`src/rtl/event_sampler.sv`:
```
// Trigger-driven multi-lane sampler: captures lanes on trig, resolves per-lane
// immediate/deferred sample points one clock later, and queues timestamped records.
module event_sampler #(
  parameter int NUM_CH = 4,
  parameter int DATA_W = 8,
  parameter int DEPTH  = 4,
  parameter int TS_W   = 16
) (
  input  logic                     clk,
  input  logic                     rst,
  input  logic                     trig,
  input  logic [NUM_CH-1:0]        mode,
  input  logic [NUM_CH*DATA_W-1:0] din,
  output logic                     out_valid,
  input  logic                     out_ready,
  output logic [NUM_CH*DATA_W-1:0] out_data,
  output logic [NUM_CH-1:0]        out_mode,
  output logic [TS_W-1:0]          out_ts,
  output logic                     overflow,
  output logic [7:0]               drop_cnt,
  input  logic                     clr_ovf
);

  localparam int LW = NUM_CH * DATA_W;
  localparam int AW = $clog2(DEPTH);
  localparam logic [AW:0] FULL_CNT = (AW+1)'(DEPTH);

  function automatic logic [7:0] sat_inc(input logic [7:0] v);
    return (v == 8'hFF) ? v : v + 8'd1;
  endfunction

  logic [TS_W-1:0]   ts_q, ts_d;
  logic              pend_q, pend_d;
  logic [LW-1:0]     pdata_q;
  logic [NUM_CH-1:0] pmode_q;
  logic [TS_W-1:0]   pts_q;

  logic [LW-1:0]     data_mem_q [DEPTH];
  logic [NUM_CH-1:0] mode_mem_q [DEPTH];
  logic [TS_W-1:0]   ts_mem_q   [DEPTH];

  logic [AW-1:0]     wr_ptr_q, wr_ptr_d, rd_ptr_q, rd_ptr_d;
  logic [AW:0]       cnt_q, cnt_d;
  logic              ovf_q, ovf_d;
  logic [7:0]        drop_q, drop_d;

  logic              full, empty, pop, push, drop;
  logic [LW-1:0]     rec_data;

  assign full  = (cnt_q == FULL_CNT);
  assign empty = (cnt_q == '0);
  assign pop   = !empty && out_ready;
  assign push  = pend_q && (!full || pop);
  assign drop  = pend_q && full && !pop;

  // Deferred lanes take the live bus at commit time; immediate lanes keep the trigger-edge copy.
  always_comb begin
    rec_data = pdata_q;
    for (int i = 0; i < NUM_CH; i++) begin
      if (pmode_q[i]) rec_data[i*DATA_W +: DATA_W] = din[i*DATA_W +: DATA_W];
    end
  end

  always_comb begin
    ts_d     = ts_q + 1'b1;
    pend_d   = trig;
    wr_ptr_d = push ? wr_ptr_q + 1'b1 : wr_ptr_q;
    rd_ptr_d = pop  ? rd_ptr_q + 1'b1 : rd_ptr_q;
    case ({push, pop})
      2'b10:   cnt_d = cnt_q + 1'b1;
      2'b01:   cnt_d = cnt_q - 1'b1;
      default: cnt_d = cnt_q;
    endcase
    ovf_d  = ovf_q;
    drop_d = drop_q;
    if (drop) begin
      ovf_d  = 1'b1;
      drop_d = clr_ovf ? 8'd1 : sat_inc(drop_q);
    end else if (clr_ovf) begin
      ovf_d  = 1'b0;
      drop_d = 8'd0;
    end
  end

  always_ff @(posedge clk or posedge rst) begin
    if (rst) begin
      ts_q     <= '0;
      pend_q   <= 1'b0;
      wr_ptr_q <= '0;
      rd_ptr_q <= '0;
      cnt_q    <= '0;
      ovf_q    <= 1'b0;
      drop_q   <= 8'd0;
    end else begin
      ts_q     <= ts_d;
      pend_q   <= pend_d;
      wr_ptr_q <= wr_ptr_d;
      rd_ptr_q <= rd_ptr_d;
      cnt_q    <= cnt_d;
      ovf_q    <= ovf_d;
      drop_q   <= drop_d;
    end
  end

  // Payload storage carries no reset; pend_q and cnt_q decide whether it is meaningful.
  always_ff @(posedge clk) begin
    if (trig) begin
      pdata_q <= din;
      pmode_q <= mode;
      pts_q   <= ts_q;
    end
    if (push) begin
      data_mem_q[wr_ptr_q] <= rec_data;
      mode_mem_q[wr_ptr_q] <= pmode_q;
      ts_mem_q[wr_ptr_q]   <= pts_q;
    end
  end

  assign out_valid = !empty;
  assign out_data  = out_valid ? data_mem_q[rd_ptr_q] : '0;
  assign out_mode  = out_valid ? mode_mem_q[rd_ptr_q] : '0;
  assign out_ts    = out_valid ? ts_mem_q[rd_ptr_q]   : '0;
  assign overflow  = ovf_q;
  assign drop_cnt  = drop_q;

endmodule

```
`config.mk`:
```
export PLATFORM = sky130hd
export DESIGN_NAME = event_sampler
export DESIGN_NICKNAME = d
export VERILOG_FILES = /design/src/rtl/event_sampler.sv
export SDC_FILE = /design/constraint.sdc
export NUM_CORES = 1
export LEC_CHECK = 0
export ABC_AREA = 1
export ABC_CLOCK_PERIOD_IN_PS = 5700
export CORE_ASPECT_RATIO = 0.6
export CORE_MARGIN = 3
export CORE_UTILIZATION = 45
export CTS_CLUSTER_DIAMETER = 120
export CTS_CLUSTER_SIZE = 20
export DETAILED_ROUTE_END_ITERATION = 7
export GPL_ROUTABILITY_DRIVEN = 0
export PLACE_DENSITY_LB_ADDON = 0.05
export SLEW_MARGIN = 20
export SYNTH_ARGS = -nofsm -noshare
export SYNTH_HDL_FRONTEND = slang
export SYNTH_SLANG_ARGS = --single-unit
```
`constraint.sdc`:
```
create_clock -name clk -period 5.7 [get_ports clk]
set_input_delay 1.14 -clock clk [delete_from_list [all_inputs] [get_ports clk]]
set_output_delay 1.14 -clock clk [all_outputs]
set_load 0.005 [all_outputs]
```
==> metrics.cfg, run 1 <==
[clock_tree]
cts.sinks = 293
post_cts_buffers = 0
cts_hold_buf = 0
clk_pin_slew_ns = 0.08
cts_made_buffers = 18
cts_resized = 0
clk-insertion-delay-late_ns = 0.51
cts_tree = yes
cts_max_path_buffers = 3
cts_root_buf = clkbuf_16
cts.htree.levels = 1

[route]
routed_wl_um = 24800
drcViolationCount = 0
via_count = 6753
dr.first_iter.drc_count = 526
vias_per_cell = 5.03
first_pass_iters = 5
wl_per_cell_um = 18.5
postRouteAntennaNets = 0

[global_routing]
grt_usage_pct = 17.8
grt_max_degree = 81
grt_pass1_vias = 6332
grt_pass1_wl_um = 38400
antenna_found_initial = 0
gr-total-overflow = 0

[timing]
hold_viol = 0
setup_slack_ns = 1.43
post-route-min-period_ns = 4.27
fin_skew_ns = 0.0200
fmax_mhz = 234
worstMarginPinSlew_ns = 0.933
maxSlewHeadroom_pct = 37.6
setup_tns_ns = 0
post-route-period-util_pct = 74.9
finalSetupViolCount = 0
drv_slew = 0
rsz0062_at_grt = false

[place]
post_dp_cell_area_um2 = 13000
hpwlAfterDp_um = 14600
io_buffers = 102
post-place-ws_ns = 1.93

[setup_path]
end_kind = output port
crit_fanout = 80
critical_path_class = reg2out
start_kind = register
worst_ep_required_time_ns = 4.56
reg2reg_depth = 5
r2r-start = cnt_q[0]$_DFFE_PP0P_
ff2ff_setup_slack_ns = 3.32
worst_ep_arrival_time_ns = 3.13
timing.rr.end = data_mem_q[0][11]$_DFFE_PP_

[power_and_ir_drop]
power_per_cell_area_nw_per_um2 = 472
peakVddDrop_uv = 249
leakagePower_nw = 4.78

[logic_synthesis]
ys_seq_area_share_pct = 74.1
synth_adder_area_share_pct = 0.816
synthDistinctLibCells = 31
syn_nets = 938
synth_area_um2 = 11700
synth.avg_cell_area_um2 = 13.1
synth_seq_cells = 293
synth-simple-area-share_pct = 10.1
ys_warn_count = 0
synth_top_family_by_area = simple AND/OR/NAND/NOR gates
synth_compound_area_share_pct = 7.31
synthXorXnorAreaFrac_pct = 1.35
synthMuxAreaShare_pct = 3.09
synthCells = 890

[cells_and_area]
final_area_um2 = 13600
syn_to_final_growth_pct = 16.3
drive_gt1_share_pct = 9.13
post-route-util_pct = 54.6
nNetsFinal = 1033
n_antenna_cell = 0

[floorplan]
die_h_um = 131
dieArea_um2 = 27900
core-area_um2 = 24800
dieWidth_um = 214
start_util_pct = 46.9
rows = 44
ios = 103

[hold_path]
hold_end = ts_q[15]$_DFF_PP0_
hold_class = reg2reg
min_path_cells = 1
hold_start = ts_q[15]$_DFF_PP0_

[outcome]
outcome = finished, final reports clean

[run]
cap_violations = 0

cell families after synthesis:
logic type	count (synthesis)
simple gates	293
fa+ha+maj	7
mux	32
buf+inv	79
xor+xnor	18
compound gates	168
flops	293
critical path, cell delays in order (launching register included):
cell and delay (ns):
dfrtp_4 0.64, buf_4 0.77, nor2_1 0.11, nor2_1 0.11
o21ai_0 0.10, a21oi_1 0.31, clkdlybuf4s50_1 0.57
stage by stage:
stage / cells / total power, mW / hold WS [ns]
after floorplan: 890 / 4.10 / 0.439
after global placement: 1310 / 5.21 / 0.461
after detailed placement: 1310 / 5.20 / 0.465
after CTS: 1342 / 6.50 / 0.481
after global routing: 1342 / 6.83 / 0.502
final: 1342 / 6.40 / 0.480
cell usage after synthesis:
cell type	count	area share, %
a21oi_1	56	2.4
buf_2	13	0.56
buf_4	4	0.26
buf_6	6	0.58
clkbuf_1	18	0.58
clkbuf_2	2	0.086
dfrtp_1	33	7.1
edfxtp_1	260	67
fa_1	1	0.17
ha_1	6	0.64
inv_1	32	1.0
inv_2	3	0.097
inv_4	1	0.054
mux2_2	32	3.1
nand2_1	40	1.3
nand2_2	2	0.11
nand2_4	1	0.097
nand3_1	15	0.64
nand3b_1	1	0.064
nand4_1	4	0.21
nand4_2	2	0.21
nor2_1	223	7.2
nor2_2	3	0.16
nor3_2	1	0.086
o2111ai_1	1	0.075
o21ai_0	77	3.3
o21ai_1	32	1.4
o21ai_2	2	0.15
or2_2	1	0.054
xnor2_1	4	0.30
xor2_1	14	1.1
routing by layer:
metal  routed length [um]  part of all wire (%)  vias up  GRT usage (%)
li1                     -                     -     3316              -
met4                  323                   1.3        0           2.56
met3                 1080                   4.4       20           2.77
met2                10300                    41      114           25.7
met1                13100                    53     3303           29.3
met5                    0                     0        -              0
where the power goes:
group          internal, mW  switching [mW]  leakage (nW)  total (mW)
combinational         0.989            1.27          1.66        2.26
clock                 0.606           0.678         0.247        1.28
sequential             2.73           0.125          2.86        2.85
total                  4.32            2.08          4.78        6.40
layout make-up:
| cell class | count | area [um2] |
|---|---|---|
| fillers | 2054 | 11300 |
| flip-flops and latches | 293 | 8640 |
| multi-input cells | 518 | 2670 |
| repair buffers | 118 | 1150 |
| clock buffers | 30 | 495 |
| well taps | 345 | 432 |
| inverters | 36 | 138 |
| clock inverters | 2 | 25.0 |
sequential cells by signal, summed over array words and instances (netlist names), 2 cells and up:
| register | count |
|---|---|
| drop_cnt | 8 |
| pdata_q | 32 |
| wr_ptr_q | 2 |
| data_mem_q | 128 |
| pmode_q | 4 |
| rd_ptr_q | 2 |
| mode_mem_q | 16 |
| ts_q | 16 |
| ts_mem_q | 64 |
| pts_q | 16 |
| cnt_q | 3 |
cell usage in the layout, fill, tap and decap left out, types with 4 or more instances in the layout:
cell	instances
mux2_2	32
inv_1	32
ha_1	6
dfrtp_1	31
nor2_1	219
xnor2_1	4
nand4_1	4
xor2_1	14
a21oi_1	56
nand3_1	15
clkbuf_1	12
nand2_1	40
edfxtp_1	260
o21ai_0	77
clkdlybuf4s50_1	101
nor2_4	4
clkbuf_16	18
o21ai_1	32
buf_4	15
worst max path at each step:
stage                             from                         end  slack (ns)  cells past startpoint
2_1_floorplan                out_ready  data_mem_q[0][0]$_DFFE_PP_        1.62                      4
3_3_place_gp   rd_ptr_q[0]$_DFFE_PP0N_                out_data[28]        1.90                      6
3_5_place_dp   rd_ptr_q[0]$_DFFE_PP0N_                out_data[28]        1.93                      6
4_1_cts        rd_ptr_q[0]$_DFFE_PP0N_                out_data[28]        1.38                      6
5_1_grt        rd_ptr_q[0]$_DFFE_PP0N_                 out_data[7]        1.13                      6
6_report       rd_ptr_q[0]$_DFFE_PP0N_                 out_data[7]        1.43                      6
No activity file was read; power rests on OpenSTA's default activity.
==> run 2, diff against run 1 <==
ABC_CLOCK_PERIOD_IN_PS = 3600   (was 5700)
clock period = 3.6 ns   (was 5.7 ns; I/O delays follow)
==> run 2 against run 1 <==
Against the previous run:
- wire length grew 0.12%
- sequential cell count is the same
- final cell count grew 0.15%
- critical path type unchanged
- critical endpoint is now out_ts[0]
==> metrics.cfg, run 2 (synthesis results as in run 1) <==
[clock_tree]
cts_max_path_buffers = 3  ; unchanged
cts_made_buffers = 18  ; unchanged
clk-insertion-delay-late_ns = 0.50  ; about the same
cts_resized = 0  ; unchanged
cts.sinks = 293  ; unchanged
cts.htree.levels = 1  ; unchanged
post_cts_buffers = 0  ; unchanged
cts_root_buf = clkbuf_16
cts_hold_buf = 0  ; unchanged
clk_pin_slew_ns = 0.08  ; about the same
cts_tree = yes

[global_routing]
grt_pass1_wl_um = 38600  ; +0.45%
grt_usage_pct = 18.0  ; +0.17 points
grt_max_degree = 106  ; +31%
antenna_found_initial = 0  ; unchanged
gr-total-overflow = 0  ; unchanged
grt_pass1_vias = 6466  ; +2.1%

[route]
drcViolationCount = 0  ; unchanged
via_count = 6770  ; +0.25%
postRouteAntennaNets = 0  ; unchanged
wl_per_cell_um = 18.5  ; about the same
first_pass_iters = 4  ; -1
routed_wl_um = 24800  ; +0.12%
dr.first_iter.drc_count = 467  ; -11%
vias_per_cell = 5.04  ; +0.10%

[cells_and_area]
largest_reg_flops = 128  ; unchanged
final_common_cell = edfxtp_1
largest-register = data_mem_q
regArea_um2 = 8640  ; unchanged
num-fill-cells = 2134  ; +3.9%
multi_input_area_um2 = 2670  ; unchanged
drive_gt1_share_pct = 9.41  ; +0.28 points
final_cell_mix = edfxtp_1, nor2_1, clkdlybuf4s50_1
post-route-util_pct = 55.0  ; +0.45 points
largest_registers = data_mem_q: 128 flops, ts_mem_q: 64 flops, pdata_q: 32 flops
syn_to_final_growth_pct = 17.2
nNetsFinal = 1035  ; +0.19%
n_antenna_cell = 0  ; unchanged

[floorplan]
dieWidth_um = 214  ; unchanged
ios = 103  ; unchanged
rows = 44  ; unchanged
dieArea_um2 = 27900  ; unchanged
core-area_um2 = 24800  ; unchanged
die_h_um = 131  ; unchanged
start_util_pct = 46.9  ; unchanged

[timing]
post-route-min-period_ns = 3.39
setup_slack_ns = 0.208  ; -1.22 ns
rsz0062_at_grt = false
drv_slew = 0  ; unchanged
fin_skew_ns = 0.00796  ; -0.0121 ns
fmax_mhz = 295
maxSlewHeadroom_pct = 48.5  ; +11 points
post-route-period-util_pct = 94.2
hold_viol = 0  ; unchanged
worstMarginPinSlew_ns = 0.773  ; -0.160 ns
hold_slack_ns = 0.479  ; -0.000937 ns
finalSetupViolCount = 0  ; unchanged

[run]
cap_violations = 0  ; unchanged

[setup_path]
crit_fanout = 42  ; -48%
worst_ep_required_time_ns = 2.88  ; -1.68 ns
slowest_delay_ns = 0.54  ; -0.23 ns
start_kind = register
critical_path.top_delay_family = buffers and inverters
path_cells = inv_4 -> buf_4 -> o21ai_0 -> a21oi_1 -> clkdlybuf4s50_1
worst_ep_arrival_time_ns = 2.67  ; -0.46 ns
end_kind = output port
slowest_stage = clkdlybuf4s50_1
crit_buf_inv = 3  ; +1
critical_path_class = reg2out

[place]
post-place-ws_ns = 0.737  ; -1.19 ns
io_buffers = 102  ; unchanged
hpwlAfterDp_um = 14500  ; -0.93%

[power_and_ir_drop]
power_per_cell_area_nw_per_um2 = 753  ; +59%
total_power_mw = 10.3  ; +61%
leakagePower_nw = 4.81  ; +0.81%
peakVddDrop_uv = 429  ; +72%

[outcome]
outcome = finished, final reports clean

[hold_path]
hold_class = reg2reg

run 2: cell count changes in the layout (fill, tap and decap cells not counted), sizes merged:
| cell | previous run | this run |
|---|---|---|
| clkinv | 1 | 0 |
| buf | 17 | 19 |
| clkbuf | 30 | 31 |
run 2: metrics by stage:
| step | cell area, um2 | std cells | setup TNS (ns) |
|---|---|---|---|
| floorplan | 11700 | 890 | -12.46 |
| global route | 13700 | 1344 | 0 |
| detailed placement | 13100 | 1312 | 0 |
| global placement | 13100 | 1312 | 0 |
| finish | 13700 | 1344 | 0 |
| CTS | 13700 | 1344 | 0 |
run 2: final timing paths:
check,from,end,slack (ns),cells after the start
max in group asynchronous,rst,drop_cnt[7]$_DFFE_PP0P_,2.50,3
hold / removal,ts_q[15]$_DFF_PP0_,ts_q[15]$_DFF_PP0_,0.48,1
setup reg to reg,cnt_q[0]$_DFFE_PP0P_,data_mem_q[0][27]$_DFFE_PP_,1.64,5
min in group asynchronous,rst,ts_q[12]$_DFF_PP0_,0.59,2
hold reg to reg,ts_q[15]$_DFF_PP0_,ts_q[15]$_DFF_PP0_,0.48,1
setup / recovery,rd_ptr_q[0]$_DFFE_PP0N_,out_ts[0],0.21,5
run 2: report_power, final:
| group | switching, mW | internal, mW | total, mW |
|---|---|---|---|
| Clock | 1.07 | 0.997 | 2.07 |
| Sequential | 0.187 | 4.32 | 4.51 |
| Combinational | 2.06 | 1.65 | 3.71 |
run 2: cell type report:
| cell class | count | area share [%] |
|---|---|---|
| sequential | 293 | 63.2 |
| multi-input combinational | 518 | 19.6 |
| timing repair buffer | 120 | 9.16 |
| clock buffer | 31 | 3.81 |
| tap | 345 | 3.16 |
| inverter | 36 | 1.01 |
| clock inverter | 1 | 0.0641 |
run 2: layer usage:
metal | track usage, % | vias to the layer above | wire length [um]
met2 | 25.9 | 121 | 10400
met5 | 0 | - | 0
met4 | 2.87 | 0 | 255
met3 | 3.15 | 15 | 1030
li1 | - | 3307 | -
met1 | 29.2 | 3327 | 13100
==> run 3, diff against run 2 <==
--- a/config.mk
+++ b/config.mk
@@ -15,2 +15,3 @@
 export DETAILED_ROUTE_END_ITERATION = 7
+export DONT_BUFFER_PORTS = 1
 export GPL_ROUTABILITY_DRIVEN = 0
==> constraint.sdc (replaced) <==
create_clock -name clk -period 3.6 [get_ports clk]
set_input_delay 0.36 -clock clk [delete_from_list [all_inputs] [get_ports clk]]
set_output_delay 0.36 -clock clk [all_outputs]
set_load 0.005 [all_outputs]
==> run 3 against run 2 <==
Against the previous run:
- sequential share of layout area grew 3.6 points
- final cell count shrank 5.1%
- wire length grew 4.3%
- sequential power grew 1%
- register-to-register slack lost 0.24 ns
- utilization shrank 2.9 points
- worst hold slack lost 0.40 ns
- combinational power shrank 29%
- first-iteration DRC count grew 8.6%
- largest power group unchanged
==> metrics.cfg, run 3 (synthesis results as in run 1) <==
[outcome]
outcome = finished, final reports clean

[setup_path]
end_kind = output port
critical_path_class = reg2out
worst_ep_arrival_time_ns = 2.69  ; +0.02 ns
worst_ep_required_time_ns = 3.24  ; +0.36 ns
r2r-start = cnt_q[0]$_DFFE_PP0P_
ff2ff_setup_slack_ns = 1.40  ; -0.24 ns
crit_fanout = 64  ; +52%
reg2reg_depth = 5  ; unchanged
timing.rr.end = ts_mem_q[2][10]$_DFFE_PP_
start_kind = register

[timing]
fmax_mhz = 328  ; +11%
rsz0062_at_grt = false
finalSetupViolCount = 0  ; unchanged
post-route-min-period_ns = 3.05  ; -0.347 ns
drv_slew = 0  ; unchanged
maxSlewHeadroom_pct = 34.4  ; -14 points
worstMarginPinSlew_ns = 0.983  ; +0.210 ns
post-route-period-util_pct = 84.6  ; -9.6 points
setup_slack_ns = 0.555  ; +0.347 ns
fin_skew_ns = 0.0118  ; +0.00381 ns
setup_tns_ns = 0  ; unchanged
hold_viol = 0  ; unchanged

[cells_and_area]
largest_reg_flops = 128  ; unchanged
largest_registers = data_mem_q: 128 flops, ts_mem_q: 64 flops, pdata_q: 32 flops
syn_to_final_growth_pct = 11.0
final_area_um2 = 12900  ; -5.3%
drive_gt1_share_pct = 9.34  ; -0.065 points
nNetsFinal = 967  ; -6.6%
n_antenna_cell = 0  ; unchanged
post-route-util_pct = 52.1  ; -2.9 points
final_common_cell = edfxtp_1
largest-register = data_mem_q
final_cell_mix = edfxtp_1, nor2_1, o21ai_0

[hold_path]
hold_start = clr_ovf
hold_class = in2reg
hold_end = drop_cnt[0]$_DFFE_PP0P_
min_path_cells = 2  ; +1

[global_routing]
gr-total-overflow = 0  ; unchanged
antenna_found_initial = 0  ; unchanged
grt_pass1_vias = 6482  ; +0.25%
grt_max_degree = 106  ; unchanged
grt_usage_pct = 18.8  ; +0.83 points
grt_pass1_wl_um = 39600  ; +2.8%

[route]
wl_per_cell_um = 20.3  ; +9.8%
wl_met1_um = 12800  ; -2.6%
postRouteAntennaNets = 0  ; unchanged
dr.first_iter.drc_count = 507  ; +8.6%
met2_wirelength_um = 11200  ; +8.0%
wl_met3_um = 1540  ; +50%
first_pass_iters = 5  ; +1
via_count = 6737  ; -0.49%
drcViolationCount = 0  ; unchanged
routed_wl_um = 25900  ; +4.3%
dr.max_layer_used = met4
vias_per_cell = 5.28  ; +4.8%

[place]
hpwlAfterDp_um = 14400  ; -0.67%
post_dp_cell_area_um2 = 12000  ; -8.7%
io_buffers = 0  ; -100%
post-place-ws_ns = 1.05  ; +0.315 ns

[clock_tree]
cts.htree.levels = 1  ; unchanged
cts_tree = yes
clk-insertion-delay-late_ns = 0.51  ; about the same
cts.sinks = 293  ; unchanged
cts_root_buf = clkbuf_16
cts_max_path_buffers = 3  ; unchanged
post_cts_buffers = 0  ; unchanged
clk_pin_slew_ns = 0.09  ; about the same
cts_made_buffers = 18  ; unchanged

[power_and_ir_drop]
p_int_mw = 6.07  ; -13%
power_switching_mw = 3.21  ; -3.2%
total_power_mw = 9.28  ; -9.7%
pwr-share-seq_pct = 49.1  ; +5.3 points
power_frac_comb_pct = 28.5  ; -7.5 points
peakVddDrop_uv = 346  ; -19%
clockPowerShare_pct = 22.3  ; +2.2 points
p_sw_share_pct = 34.6  ; +2.3 points
power_per_cell_area_nw_per_um2 = 718  ; -4.6%
leakagePower_nw = 4.55  ; -5.6%

[floorplan]
ios = 103  ; unchanged
start_util_pct = 46.9  ; unchanged
die_h_um = 131  ; unchanged
dieWidth_um = 214  ; unchanged
core-area_um2 = 24800  ; unchanged
dieArea_um2 = 27900  ; unchanged
rows = 44  ; unchanged

[run]
cap_violations = 0  ; unchanged

==> run 3: worst max-delay path by stage <==
| stage | to | startpoint | cells after the start | slack, ns |
|---|---|---|---|---|
| after CTS | out_ts[7] | rd_ptr_q[0]$_DFFE_PP0N_ | 5 | 0.49 |
| final | out_data[27] | rd_ptr_q[0]$_DFFE_PP0N_ | 5 | 0.55 |
| after global routing | out_data[27] | rd_ptr_q[0]$_DFFE_PP0N_ | 3 | 0.28 |
| after detailed placement | out_ts[7] | rd_ptr_q[0]$_DFFE_PP0N_ | 5 | 1.05 |
| after floorplan | data_mem_q[0][0]$_DFFE_PP_ | cnt_q[0]$_DFFE_PP0P_ | 4 | 0.27 |
| after global placement | out_data[28] | rd_ptr_q[0]$_DFFE_PP0N_ | 3 | 1.09 |
==> run 3: repair_timing <==
action,4_1_cts,5_1_grt
resized for setup,0,0
endpoints found under the hold margin,124,0
hold buffers,40,0
==> run 3: routing by layer <==
layer  GRT usage (%)  up-vias
met2            28.0      137
met4            2.45        0
met1            29.2     3400
met3            4.46       27
met5               0        -
li1                -     3173
==> run 3: worst max-delay path, cell delays in order, from the launching register on <==
cell	delay, ns
dfrtp_4	0.78
buf_4	0.67
nor2_1	0.11
nor2_1	0.10
o21ai_0	0.09
a21oi_1	0.40
==> run 3: power groups by stage <==
| stage | clock (mW) | combinational (mW) | sequential [mW] |
|---|---|---|---|
| after global routing | 2.28 | 3.02 | 4.62 |
| final | 2.07 | 2.65 | 4.56 |
| after global placement | 0 | 2.62 | 4.63 |
| after detailed placement | 0 | 2.66 | 4.64 |
| after floorplan | 0 | 1.97 | 4.53 |
| after CTS | 2.14 | 2.72 | 4.57 |
==> run 3: per-stage QoR <==
step	std cells	hold WS, ns
6_report	1276	0.0791
5_1_grt	1276	0.0658
4_1_cts	1276	0.0716
3_5_place_dp	1204	0.400
3_3_place_gp	1204	0.389
2_1_floorplan	890	0.391
==> run 3: final cells by class <==
type	count	area, um2
clock buffers	31	520
clock inverters	1	8.76
fillers	2096	11900
inverters	36	138
multi-input cells	518	2670
flip-flops and latches	293	8640
well taps	345	432
repair buffers	52	520
==> edit 1: new RTL, config.mk and constraints of run 3 <==
`DEPTH`: 4 -> 2.
--- a/src/rtl/event_sampler.sv
+++ b/src/rtl/event_sampler.sv
@@ -5,3 +5,3 @@
   parameter int DATA_W = 8,
-  parameter int DEPTH  = 4,
+  parameter int DEPTH  = 2,
   parameter int TS_W   = 16
Check against the original RTL: not equivalent (Yosys sat finds a counterexample within 10 cycles, from zero or initial values and one cycle with rst high).
==> edit 1 against run 3 <==
- sequential power shrank 38%
- area after synthesis shrank 36%
- routed wire length shrank 44%
- critical path type unchanged
- power shrank 37%
- hold slack lost 0.047 ns
- non-clock buffer count shrank 38
- combinational power shrank 55%
- sequential cell count shrank 107
- final area shrank 36%
- worst setup slack gained 0.60 ns
- count of clock-buffer cells in the layout shrank 14
- fmax grew 24%
- utilization grew 0.60 points
==> edit 1: results <==
<?xml version="1.0" encoding="UTF-8"?>
<metrics>
  <group name="outcome">
    <metric name="outcome" unit="">completed</metric>
  </group>
  <group name="drt">
    <metric name="dr.first_iter.drc_count" unit="">249</metric>
    <metric name="dr_wl_met2" unit="um">6275</metric>
    <metric name="met1_length" unit="um">6752</metric>
    <metric name="drt-total-wl" unit="um">14490</metric>
    <metric name="via_per_inst" unit="">5.226</metric>
    <metric name="met3RoutedLength" unit="um">1318</metric>
  </group>
  <group name="clock_tree">
    <metric name="cts_max_level" unit="">4</metric>
    <metric name="cts-root-to-sink-buffers" unit="">2</metric>
    <metric name="cts_buffers" unit="">17</metric>
    <metric name="hold_buffers" unit="">2</metric>
  </group>
  <group name="cells_and_area">
    <metric name="reg.largest.list" unit="">data_mem_q x64, pdata_q x32, ts_mem_q x32</metric>
    <metric name="final_layout_size_suffix_gt1_frac" unit="">0.1554</metric>
    <metric name="final_cells" unit="">795</metric>
    <metric name="fin_nets" unit="">622</metric>
    <metric name="number_of_filler_cells_placed_in_the_layout" unit="">1339</metric>
  </group>
  <group name="logic_synthesis">
    <metric name="post_synth_mux_area_share" unit="">0.04868</metric>
    <metric name="ys_seq_area_frac" unit="">0.7343</metric>
    <metric name="synth.distinct_cells" unit="">28</metric>
    <metric name="synthTopCellsByArea" unit="">sky130_fd_sc_hd__edfxtp_1, sky130_fd_sc_hd__dfrtp_1, sky130_fd_sc_hd__nand2_1</metric>
    <metric name="post_synth_most_frequent_cells" unit="">sky130_fd_sc_hd__nand2_1, sky130_fd_sc_hd__edfxtp_1, sky130_fd_sc_hd__a21oi_1</metric>
    <metric name="synth-compound-area-share" unit="">0.04124</metric>
    <metric name="number_of_enable_flip_flop_cells_after_synthesis" unit="">156</metric>
    <metric name="synth-async-reset-ratio" unit="">0.1613</metric>
  </group>
  <group name="critical_path">
    <metric name="cp_top_family" unit="">buffers and inverters</metric>
    <metric name="crit_slowest_cell" unit="">sky130_fd_sc_hd__inv_2</metric>
    <metric name="data_arrival_critical_path" unit="ns">2.09</metric>
    <metric name="worst_path_largest_cell_delay" unit="ns">0.76</metric>
  </group>
  <group name="global_route">
    <metric name="grt_use_met3" unit="">0.06784</metric>
    <metric name="first_global_vias" unit="">4122</metric>
    <metric name="grt_max_degree" unit="">54</metric>
    <metric name="grt_pass1_wl" unit="um">22910</metric>
    <metric name="use_met1" unit="">0.2407</metric>
    <metric name="met2_track_demand_over_resource" unit="">0.2350</metric>
  </group>
  <group name="power_and_ir_drop">
    <metric name="power.clock.fraction" unit="">0.311</metric>
    <metric name="intPower" unit="mW">3.987</metric>
    <metric name="seq_cell_power" unit="mW">2.82</metric>
    <metric name="leakagePower" unit="nW">3.085</metric>
    <metric name="total_switching_power" unit="mW">1.846</metric>
  </group>
  <group name="placement">
    <metric name="postPlaceCellArea" unit="um^2">7612</metric>
    <metric name="dpl.cell_count" unit="">754</metric>
    <metric name="place_worst_setup_slack" unit="ns">1.440</metric>
  </group>
  <group name="sta">
    <metric name="fin_worst_skew" unit="ns">0.01092</metric>
    <metric name="tightestPinTransition" unit="ns">1.041</metric>
  </group>
</metrics>
[edit 1: changes by cell type in the layout (fill, tap and decap cells not counted), moves of 4 or more]
| cell | before | now |
|---|---|---|
| sky130_fd_sc_hd__inv_1 | 32 | 24 |
| sky130_fd_sc_hd__nor2_1 | 219 | 14 |
| sky130_fd_sc_hd__nand2_1 | 40 | 170 |
| sky130_fd_sc_hd__buf_4 | 11 | 5 |
| sky130_fd_sc_hd__inv_8 | 0 | 4 |
| sky130_fd_sc_hd__o21ai_1 | 32 | 3 |
| sky130_fd_sc_hd__o21ai_0 | 77 | 2 |
| sky130_fd_sc_hd__edfxtp_1 | 260 | 156 |
| sky130_fd_sc_hd__dlygate4sd3_1 | 39 | 9 |
| sky130_fd_sc_hd__clkbuf_1 | 12 | 0 |
| sky130_fd_sc_hd__xor2_1 | 14 | 8 |
| sky130_fd_sc_hd__ha_1 | 6 | 2 |
[edit 1: layout make-up]
class | instances | area [um^2] | area share
sequential | 186 | 5436 | 0.6563
multi-input combinational | 330 | 1772 | 0.2139
clock buffer | 17 | 425.4 | 0.05136
tap | 203 | 254.0 | 0.03066
clock inverter | 15 | 155.1 | 0.01873
timing repair buffer | 14 | 127.6 | 0.01541
inverter | 30 | 112.6 | 0.01360
[edit 1: final timing paths]
path                       slack, ns          endpoint      start  depth (start not counted)
setup reg to reg                1.50  data_mem_q[0][5]   cnt_q[0]                          5
hold reg to reg                 0.45   ts_mem_q[1][15]  pts_q[15]                          0
setup / recovery                1.15      out_data[28]   cnt_q[0]                          4
min in group asynchronous       0.46          ts_q[13]        rst                          3
max in group asynchronous       2.84          rd_ptr_q        rst                          3
hold / removal                  0.03       pdata_q[30]    din[30]                          0
==> edit 2: new RTL, flow settings as in run 3 <==
Without the edit above. Make the reset (`rst`) synchronous in one clocked block.
--- a/src/rtl/event_sampler.sv
+++ b/src/rtl/event_sampler.sv
@@ -84,3 +84,3 @@
 
-  always_ff @(posedge clk or posedge rst) begin
+  always_ff @(posedge clk) begin
     if (rst) begin
Check against the original RTL: differs if rst is asserted again (counterexample within 4 cycles, from zero or initial values and one cycle with rst high); with rst held inactive, the same outputs for 4 cycles.
==> edit 2 against run 3 <==
- routed wire length decreased by 0.44%
- count of clock-buffer cells in the layout unchanged
- clock skew about the same
- area after synthesis increased by 1.2%
- final area increased by 1.1%
- worst setup slack improved by 0.41 ns
- sequential cell count increased by 2
- critical path type unchanged
- highest routed layer unchanged
- hold slack got worse by 0.0063 ns
Power is not compared: it rests on default switching activity, and its combinational part moved more than twofold at a synthesized area within 25%.
==> edit 2: results <==
<?xml version="1.0" encoding="UTF-8"?>
<metrics>
  <group name="worst_hold_path">
    <metric name="hold-path-endpoint" unit="">drop_cnt[0]</metric>
  </group>
  <group name="sta">
    <metric name="whs" unit="ns">0.07280</metric>
    <metric name="final.period_utilization" unit="">0.7316</metric>
    <metric name="slew-limit-headroom" unit="">0.4581</metric>
    <metric name="fin_worst_skew" unit="ns">0.01133</metric>
  </group>
  <group name="logic_synthesis">
    <metric name="adder_cell_share_of_the_synthesized_area" unit="">0.008062</metric>
    <metric name="synth-compound-area-share" unit="">0.08179</metric>
    <metric name="syn-instance-count" unit="">953</metric>
    <metric name="post_synth_mux_area_share" unit="">0.03055</metric>
    <metric name="post_synth_most_frequent_cells" unit="">sky130_fd_sc_hd__edfxtp_1, sky130_fd_sc_hd__nor2_1, sky130_fd_sc_hd__o21ai_0</metric>
    <metric name="post_synth_xor_area_fraction" unit="">0.002228</metric>
    <metric name="synthTopCellsByArea" unit="">sky130_fd_sc_hd__edfxtp_1, sky130_fd_sc_hd__nor2_1, sky130_fd_sc_hd__dfxtp_1</metric>
    <metric name="ys_seq_area_frac" unit="">0.7213</metric>
    <metric name="synth.distinct_cells" unit="">35</metric>
    <metric name="synth-async-reset-ratio" unit="">0</metric>
  </group>
  <group name="critical_path">
    <metric name="path_max_fanout" unit="">33</metric>
    <metric name="cp-startpoint" unit="">cnt_q[0]</metric>
    <metric name="cp_top_family" unit="">buffers and inverters</metric>
    <metric name="data_arrival_critical_path" unit="ns">2.27</metric>
    <metric name="worst_setup_path_endpoint" unit="">out_ts[4]</metric>
  </group>
  <group name="placement">
    <metric name="place_worst_setup_slack" unit="ns">1.441</metric>
    <metric name="detailed_place_hpwl" unit="um">14950</metric>
    <metric name="dpl.cell_count" unit="">1269</metric>
  </group>
  <group name="cells_and_area">
    <metric name="fin_nets" unit="">1023</metric>
    <metric name="sequential_cell_area" unit="um^2">8513</metric>
    <metric name="n_all_inverters" unit="">45</metric>
    <metric name="n_all_buffers" unit="">48</metric>
    <metric name="antenna-diode-count" unit="">2</metric>
    <metric name="final_layout_size_suffix_gt1_frac" unit="">0.09220</metric>
    <metric name="number_of_filler_cells_placed_in_the_layout" unit="">2158</metric>
    <metric name="multi_input_comb_area" unit="um^2">2877</metric>
    <metric name="bufAreaShareNonClock" unit="">0.04097</metric>
  </group>
  <group name="global_route">
    <metric name="first_global_vias" unit="">7130</metric>
    <metric name="grt_max_degree" unit="">93</metric>
  </group>
  <group name="drt">
    <metric name="via_per_inst" unit="">5.286</metric>
    <metric name="dr.first_iter.drc_count" unit="">522</metric>
    <metric name="drt-total-wl" unit="um">25740</metric>
  </group>
  <group name="outcome">
    <metric name="outcome" unit="">completed</metric>
  </group>
</metrics>
edit 2: changes by cell type after synthesis, moves of 12 or more:
cell	run 3	this run
sky130_fd_sc_hd__xor2_1	14	2
sky130_fd_sc_hd__dfxtp_1	0	35
sky130_fd_sc_hd__nor2_1	223	237
sky130_fd_sc_hd__dfrtp_1	33	0
sky130_fd_sc_hd__o21ai_0	77	100
sky130_fd_sc_hd__a21oi_1	56	74
sky130_fd_sc_hd__o21ai_1	32	14
edit 2: layer usage:
layer / wire [um] / global-route usage
met2: 11540 / 0.2894
met1: 12030 / 0.2567
met5: 0 / 0
met3: 1733 / 0.04437
met4: 437 / 0.03227
edit 2: power by group through the flow:
stage / Combinational (mW) / Clock (mW) / Sequential (mW)
after global placement: 1.01 / 0 / 4.05
after CTS: 1.10 / 2.12 / 3.98
final: 1.07 / 2.04 / 3.98
after floorplan: 0.802 / 0 / 4.00
after detailed placement: 1.04 / 0 / 4.06
after global routing: 1.21 / 2.25 / 4.00
